### config.mk
export PLATFORM = sky130hd
export DESIGN_NAME = ham_encoder_stream
export DESIGN_NICKNAME = d
export VERILOG_FILES = /design/src/rtl/ham_encoder_stream.sv
export SDC_FILE = /design/constraint.sdc
export NUM_CORES = 1
export LEC_CHECK = 0
export ABC_AREA = 1
export CORE_MARGIN = 3
export CORE_UTILIZATION = 54
export DETAILED_ROUTE_END_ITERATION = 6
export GPL_TIMING_DRIVEN = 0
export PLACE_DENSITY = 0.78
export SYNTH_ARGS = -nofsm -noshare
export SYNTH_HDL_FRONTEND = slang
export SYNTH_SLANG_ARGS = --single-unit
export TNS_END_PERCENT = 10
### constraint.sdc
create_clock -name clk -period 2.2 [get_ports clk]
set_input_delay 0.44 -clock clk [delete_from_list [all_inputs] [get_ports clk]]
set_output_delay 0.44 -clock clk [all_outputs]
set_load 0.01 [all_outputs]
### src/rtl/ham_encoder_stream.sv
// ham_encoder_stream: streaming Hamming(7,4) encoder with a 2-entry output buffer,
// optional single-bit error injection and delivered/injected word counters.
module ham_encoder_stream #(
    parameter int CNT_W = 16
) (
    input  logic             clk,
    input  logic             rst_n,
    input  logic             in_valid,
    output logic             in_ready,
    input  logic [3:0]       in_data,
    input  logic [2:0]       inj_pos,
    output logic             out_valid,
    input  logic             out_ready,
    output logic [6:0]       out_code,
    output logic             out_inj,
    input  logic             clr_cnt,
    output logic [CNT_W-1:0] word_cnt,
    output logic [CNT_W-1:0] inj_cnt
);
    logic [7:0] mem [2];
    logic [7:0] last;
    logic [1:0] occ;
    logic       wr_ptr, rd_ptr, live;
    logic [6:0] code, flip;
    logic       push, pop;

    always_comb begin
        code = {in_data[3], in_data[2], in_data[1], in_data[1] ^ in_data[2] ^ in_data[3],
                in_data[0], in_data[0] ^ in_data[2] ^ in_data[3], in_data[0] ^ in_data[1] ^ in_data[3]};
        flip = (inj_pos == 3'd0) ? 7'd0 : 7'd1 << (inj_pos - 3'd1);
    end

    // live holds in_ready low until the first clock after reset release
    assign in_ready  = live && occ != 2'd2;
    assign out_valid = occ != 2'd0;
    assign push      = in_valid && in_ready;
    assign pop       = out_valid && out_ready;
    assign {out_inj, out_code} = out_valid ? mem[rd_ptr] : last;

    always_ff @(posedge clk or negedge rst_n) begin
        if (!rst_n) begin
            mem[0]   <= '0;
            mem[1]   <= '0;
            last     <= '0;
            occ      <= '0;
            wr_ptr   <= 1'b0;
            rd_ptr   <= 1'b0;
            live     <= 1'b0;
            word_cnt <= '0;
            inj_cnt  <= '0;
        end else begin
            live <= 1'b1;
            if (push) begin
                mem[wr_ptr] <= {inj_pos != 3'd0, code ^ flip};
                wr_ptr      <= ~wr_ptr;
            end
            if (pop) begin
                last   <= mem[rd_ptr];
                rd_ptr <= ~rd_ptr;
            end
            occ <= occ + 2'(push) - 2'(pop);
            if (clr_cnt) begin
                word_cnt <= '0;
                inj_cnt  <= '0;
            end else if (pop) begin
                word_cnt <= word_cnt + CNT_W'(1);
                inj_cnt  <= inj_cnt + CNT_W'(mem[rd_ptr][7]);
            end
        end
    end
endmodule
==> summary.md, run 1 <==
| Metric | Value |
|---|---|
| Outcome | `complete, no violations` |
| CP startpoint | `occ[1]$_DFF_PN0_` |
| Gr usage total | `0.2294` |
| Crit Reg-Reg Endpoint | `inj_cnt[11]$_DFFE_PN0P_` |
| First-pass GRT wire length | `13.41 mm` |
| Number of clock sinks | `61` |
| Setup Skew | `0.01350 ns` |
| Die X | `84.82 um` |
| Arr. time, crit path | `1.70 ns` |
| FF-to-FF Start | `rd_ptr$_DFFE_PN0P_` |
| Crit. End Element | `primary output` |
| H-Tree Depth | `3` |
| Final HPWL DP | `5.811 mm` |
| Worst-path fanout max | `10` |
| Ant diodes | `0` |
| Area delta synth->final | `25.85%` |
| WP data required | `1.76 ns` |
| Largest net degree at the start of global routing | `35` |
| Fin nets | `534` |
| F_max | `0.4666 GHz` |
| Post-synthesis cell type count | `27` |
| Antenna viol nets, final | `0` |
| Avg Inst Size Synth | `7.454 um^2` |
| DR vias/cell | `5.309` |
| 1st-pass router iterations | `5` |
| Share of cells above drive strength 1 | `0.08253` |
| Cell Chain, Critical Path | `inv_1 -> nand2_4 -> clkbuf_8 -> clkdlybuf4s50_1` |
| Reg2Reg Setup Slack | `0.24 ns` |
| Mapped Nets | `468` |
| Accumulated negative setup slack | `0 ns` |
| Share of the synthesized area in the top cell type | `0.4551` |
| Initial Utilization | `0.5632` |
| Pre-CTS WS | `-0.3368 ns` |
| Synth top area cells | `dfrtp_1 (46%), nand2_1 (15%), nor2_1 (6.3%)` |
| CP Buf/Inv Count | `3` |
| RSZ-0062 raised after global routing | `false` |
| Non-Filler Instances | `596` |
| Reg2Reg Depth | `10` |
| WS Path Type | `reg2out` |
| Cell row count | `28` |
| Mapped Area | `3354 um^2` |
| Max IR drop VDD | `0.0006187 V` |
| Max Cap Violations | `0` |
| Synthesis-stage register bit count | `61` |
| Filler Cell Count | `501` |
| Bufs on Longest Clock Path | `2` |
| Routed len/inst | `13.43 um` |
| Fin. max-slew vios | `0` |
| Vias post-DR | `3,164` |
| Crit-path max cell delay | `0.54 ns` |
| Crit path launch type | `register` |
| Final Hold Viols | `0` |
| Hold buffer count at cts | `0` |
| Slew headroom | `0.4605` |
| LEAKAGE | `1.997 nW` |
| Overall power | `4.055 mW` |
| CTS buffer count | `9` |
| Endpoints failing setup | `0` |
| Largest delay contributor family on the critical path | `buffers and inverters` |
| Period utilization | `0.9742` |
| Global route overflow | `0` |
| Initial antenna violation count | `0` |
| CP Capture Point | `out_valid` |
| Synth warn | `0` |
| Worst hold path class | `in2async` |
| Final Wtd Congestion | `0.8679` |
| Post-synthesis sequential area ratio | `0.4551` |
| Num ports | `54` |
| Minimum clock period | `2.143 ns` |
| Cells after Synth | `450` |
| PwrDens | `960.6 nW/um^2` |
| Worst path slowest cell | `clkdlybuf4s50_1` |
| Clock Latency Late Sink | `0.35 ns` |
| Drc violations | `0` |
| DR iter-0 viols | `140` |
| Core outline area | `5956 um^2` |
| Final WS setup | `0.05668 ns` |
| I/O Buffers | `53` |
| Final wirelength | `8.004 mm` |
| Clock transition at path regs | `0.08 ns` |
| Vias in the first global route | `2,956` |
| Die Height | `84.82 um` |
| Placed Cells | `579` |
| WP depth | `4` |
| Slew @ Worst Pin | `0.8092 ns` |
| CTS tree | `yes` |
| Die ar. | `7194 um^2` |
| Final hold slack | `0.1831 ns` |
| Root Buffer | `clkbuf_8` |
| Largest area contributor in the netlist | `dfrtp_1` |
## cells in the final DEF, fill, tap and decap left out, types with 9 or more instances in the layout
| master | count |
|---|---|
| dfrtp_1 | 61 |
| clkbuf_8 | 10 |
| o21ai_0 | 37 |
| nand2_1 | 131 |
| nand4_1 | 9 |
| nand3_1 | 34 |
| nor2_1 | 56 |
| inv_1 | 52 |
| clkdlybuf4s50_1 | 44 |
| a21oi_1 | 16 |
## area by class of cell
cell class | count | area [um^2] | area share
Sequential cell | 61 | 1526 | 0.3616
Buffer | 9 | 70.07 | 0.01660
Multi-Input combinational cell | 326 | 1579 | 0.3740
Inverter | 54 | 202.7 | 0.04801
Clock inverter | 5 | 75.07 | 0.01778
Timing Repair Buffer | 55 | 543.0 | 0.1286
Tap cell | 75 | 93.84 | 0.02223
Clock buffer | 11 | 131.4 | 0.03112
## flip-flops by register name (all words and copies together) (netlist names)
| register | count |
|---|---|
| word_cnt | 16 |
| live | 1 |
| wr_ptr | 1 |
| rd_ptr | 1 |
| mem | 16 |
| inj_cnt | 16 |
| last | 8 |
| occ | 2 |
## stage by stage
step           utilization  instance area, um^2
6_report            0.7088                 4222
3_5_place_dp        0.6706                 3994
2_1_floorplan            -                 3354
4_1_cts             0.7076                 4214
5_1_grt             0.7088                 4222
3_3_place_gp        0.6681                 3979
## metal layers
metal | global-route usage | wire (um)
met4 | 0.08345 | 130
met1 | 0.2806 | 3456
met3 | 0.03883 | 306
met2 | 0.4071 | 4110
met5 | 0 | 0
## timing repair
action	in CTS	in global routing
setup buffers	1	0
setup endpoints to repair	9	3
gates cloned	0	0
resized for setup	16	2
pin swaps	0	1
## how the worst min path moves through the flow
stage	start	end	slack [ns]	cells after the start
after floorplan	rst_n	inj_cnt[0]$_DFFE_PN0P_	0.14	0
after global placement	mem[4]$_DFFE_PN0P_	mem[4]$_DFFE_PN0P_	0.45	2
final	rst_n	word_cnt[14]$_DFFE_PN0P_	0.18	1
after CTS	rst_n	word_cnt[13]$_DFFE_PN0P_	0.20	1
after detailed placement	mem[2]$_DFFE_PN0P_	mem[2]$_DFFE_PN0P_	0.46	2
after global routing	rst_n	word_cnt[13]$_DFFE_PN0P_	0.24	1
## cells in the mapped netlist (all sizes together)
cell type  count
nand2        135
a21oi         16
nand4          9
nand3         34
nor3b          1
mux2           3
nor3           3
xnor2          1
ha             6
inv           54
clkbuf         4
o21ai         40
conb           1
nor2          64
nand3b         4
a21o           1
a21boi         1
buf            5
xor2           7
dfrtp         61
## logic make-up (layout without fill, tap and decap cells)
kind of cell | Yosys count | count (layout) | share of synthesized area
xor+xnor | 8 | 8 | 0.02089
buf+inv | 63 | 134 | 0.07758
flops | 61 | 61 | 0.4551
other cells | 1 | 1 | 0.001118
compound gates | 58 | 58 | 0.08915
simple gates | 250 | 250 | 0.3238
fa+ha+maj | 6 | 6 | 0.02238
mux | 3 | 3 | 0.01007
## report_power, final
part | leakage, nW | switching, mW | total, mW | internal, mW
sequential | 0.805 | 0.142 | 1.53 | 1.38
clock | 0.107 | 0.452 | 1.09 | 0.633
combinational | 1.09 | 0.844 | 1.44 | 0.600
Power figures use the tool's default switching activity.
==> run 2: changes to the inputs <==
--- a/config.mk
+++ b/config.mk
@@ -7,10 +7,11 @@
 export LEC_CHECK = 0
 export ABC_AREA = 1
 export CORE_MARGIN = 3
-export CORE_UTILIZATION = 54
+export CORE_UTILIZATION = 57
 export DETAILED_ROUTE_END_ITERATION = 6
+export DONT_BUFFER_PORTS = 1
 export GPL_TIMING_DRIVEN = 0
-export PLACE_DENSITY = 0.78
+export PLACE_DENSITY = 0.7
 export SYNTH_ARGS = -nofsm -noshare
 export SYNTH_HDL_FRONTEND = slang
 export SYNTH_SLANG_ARGS = --single-unit
==> summary.md, run 2 (synthesis results as in run 1) <==
| Metric | Value |
|---|---|
| Initial antenna violation count | `0` |
| PwrDens | `1018 nW/um^2` |
| Die Height | `82.72 um` |
| Antenna viol nets, final | `0` |
| Setup Skew | `0.006989 ns` |
| Outcome | `complete, no violations` |
| Fin nets | `482` |
| Hold_sp | `clr_cnt` |
| Share of cells above drive strength 1 | `0.08955` |
| Routed len/inst | `13.79 um` |
| Final HPWL DP | `5.248 mm` |
| Filler Cell Count | `510` |
| Reg2Reg Setup Slack | `0.26 ns` |
| DR iter-0 viols | `202` |
| Fin. max-slew vios | `0` |
| Final WS setup | `0.08568 ns` |
| Minimum clock period | `2.114 ns` |
| Crit. End Element | `primary output` |
| Crit Reg-Reg Endpoint | `inj_cnt[13]$_DFFE_PN0P_` |
| Endpoints failing setup | `0` |
| CTS tree | `yes` |
| Clock transition at path regs | `0.07 ns` |
| Top flop regs | `inj_cnt x16, mem x16, word_cnt x16` |
| RSZ-0062 raised after global routing | `true` |
| Vias in the first global route | `2,681` |
| Global route overflow | `0` |
| Sink of the worst hold path | `word_cnt[0]$_DFFE_PN0P_` |
| Period utilization | `0.9611` |
| Cell row count | `27` |
| Crit path launch type | `register` |
| Gr usage total | `0.2349` |
| Most common cell after layout, fill and taps aside | `nand2_1` |
| F_max | `0.4730 GHz` |
| Die X | `82.72 um` |
| FF+latch area | `1528 um^2` |
| Drc violations | `0` |
| Final Wtd Congestion | `0.8012` |
| First-pass GRT wire length | `12.13 mm` |
| 1st-pass router iterations | `4` |
| Vias post-DR | `2,894` |
| Worst hold path class | `in2reg` |
| Hold Path Depth | `1` |
| DR vias/cell | `5.349` |
| LEAKAGE | `1.785 nW` |
| Root Buffer | `clkbuf_8` |
| Number of clock sinks | `61` |
| Num ports | `54` |
| FF-to-FF Start | `rd_ptr$_DFFE_PN0P_` |
| Reg2Reg Depth | `11` |
| Core outline area | `5608 um^2` |
| Multi-input logic area | `1574 um^2` |
| CTS buffer count | `9` |
| Bufs on Longest Clock Path | `2` |
| Max IR drop VDD | `0.0007762 V` |
| Overall power | `3.772 mW` |
| Arr. time, crit path | `1.67 ns` |
| WP data required | `1.76 ns` |
| Worst-path fanout max | `10` |
| Die ar. | `6842 um^2` |
| Final hold slack | `0.1612 ns` |
| Final Hold Viols | `0` |
| Clock Latency Late Sink | `0.33 ns` |
| Area delta synth->final | `10.48%` |
| Max Cap Violations | `0` |
| I/O Buffers | `0` |
| WS Path Type | `reg2out` |
| Initial Utilization | `0.5982` |
| Accumulated negative setup slack | `0 ns` |
| Ant diodes | `0` |
| H-Tree Depth | `3` |
| Largest net degree at the start of global routing | `62` |
| Most frequent cells in the layout | `nand2_1 (131), dfrtp_1 (60), nor2_1 (56), inv_1 (52), o21ai_0 (38)` |
| Pre-CTS WS | `0.02327 ns` |
| Final wirelength | `7.460 mm` |
-- run 2: where the power goes --
| part | internal (mW) | switching [mW] |
|---|---|---|
| clock network | 0.633 | 0.449 |
| logic | 0.388 | 0.753 |
| registers | 1.39 | 0.163 |
-- run 2: per-stage QoR --
| stage | area, um^2 | instances | utilization |
|---|---|---|---|
| 6_report | 3706 | 541 | 0.6609 |
| 5_1_grt | 3706 | 541 | 0.6609 |
| 4_1_cts | 3699 | 541 | 0.6595 |
| 3_5_place_dp | 3445 | 522 | 0.6142 |
| 3_3_place_gp | 3445 | 522 | 0.6142 |
| 2_1_floorplan | 3354 | 450 | - |
-- run 2: layout make-up --
type,count,area share
clock buffer,11,0.03545
multi-input combinational,326,0.4247
buffer,9,0.01621
tap,72,0.02431
clock inverter,5,0.02026
inverter,54,0.05469
sequential,61,0.4122
timing repair buffer,3,0.01215
-- run 2: per-layer routing --
metal / routed length (um) / track usage
met1: 3179 / 0.2812
met2: 3713 / 0.4071
met3: 443 / 0.05965
met4: 123 / 0.08497
met5: 0 / 0
-- run 2: repair_timing --
action / CTS / global route
hold buffers: 2 / 0
setup buffers: 1 / 0
resized for setup: 1 / 5
endpoints found under the setup margin: 3 / 17
hold endpoints to repair: 61 / 0
pin swaps: 1 / 0
-- run 2: critical path: stages, from the launching register on --
cell and delay (ns):
dfrtp_1 0.41, inv_1 0.13, nand2_4 0.12, clkbuf_1 0.26
o21ai_0 0.43
-- run 2: how the worst max path moves through the flow --
stage / start / to / slack (ns) / depth (start not counted)
after global routing: occ[1]$_DFF_PN0_ / out_code[2] / -0.06 / 4
after detailed placement: rd_ptr$_DFFE_PN0P_ / inj_cnt[14]$_DFFE_PN0P_ / 0.02 / 11
after floorplan: rd_ptr$_DFFE_PN0P_ / inj_cnt[10]$_DFFE_PN0P_ / 0.40 / 11
after CTS: occ[1]$_DFF_PN0_ / out_code[5] / 0.04 / 4
final: occ[1]$_DFF_PN0_ / out_code[5] / 0.09 / 4
after global placement: rd_ptr$_DFFE_PN0P_ / inj_cnt[10]$_DFFE_PN0P_ / 0.05 / 11
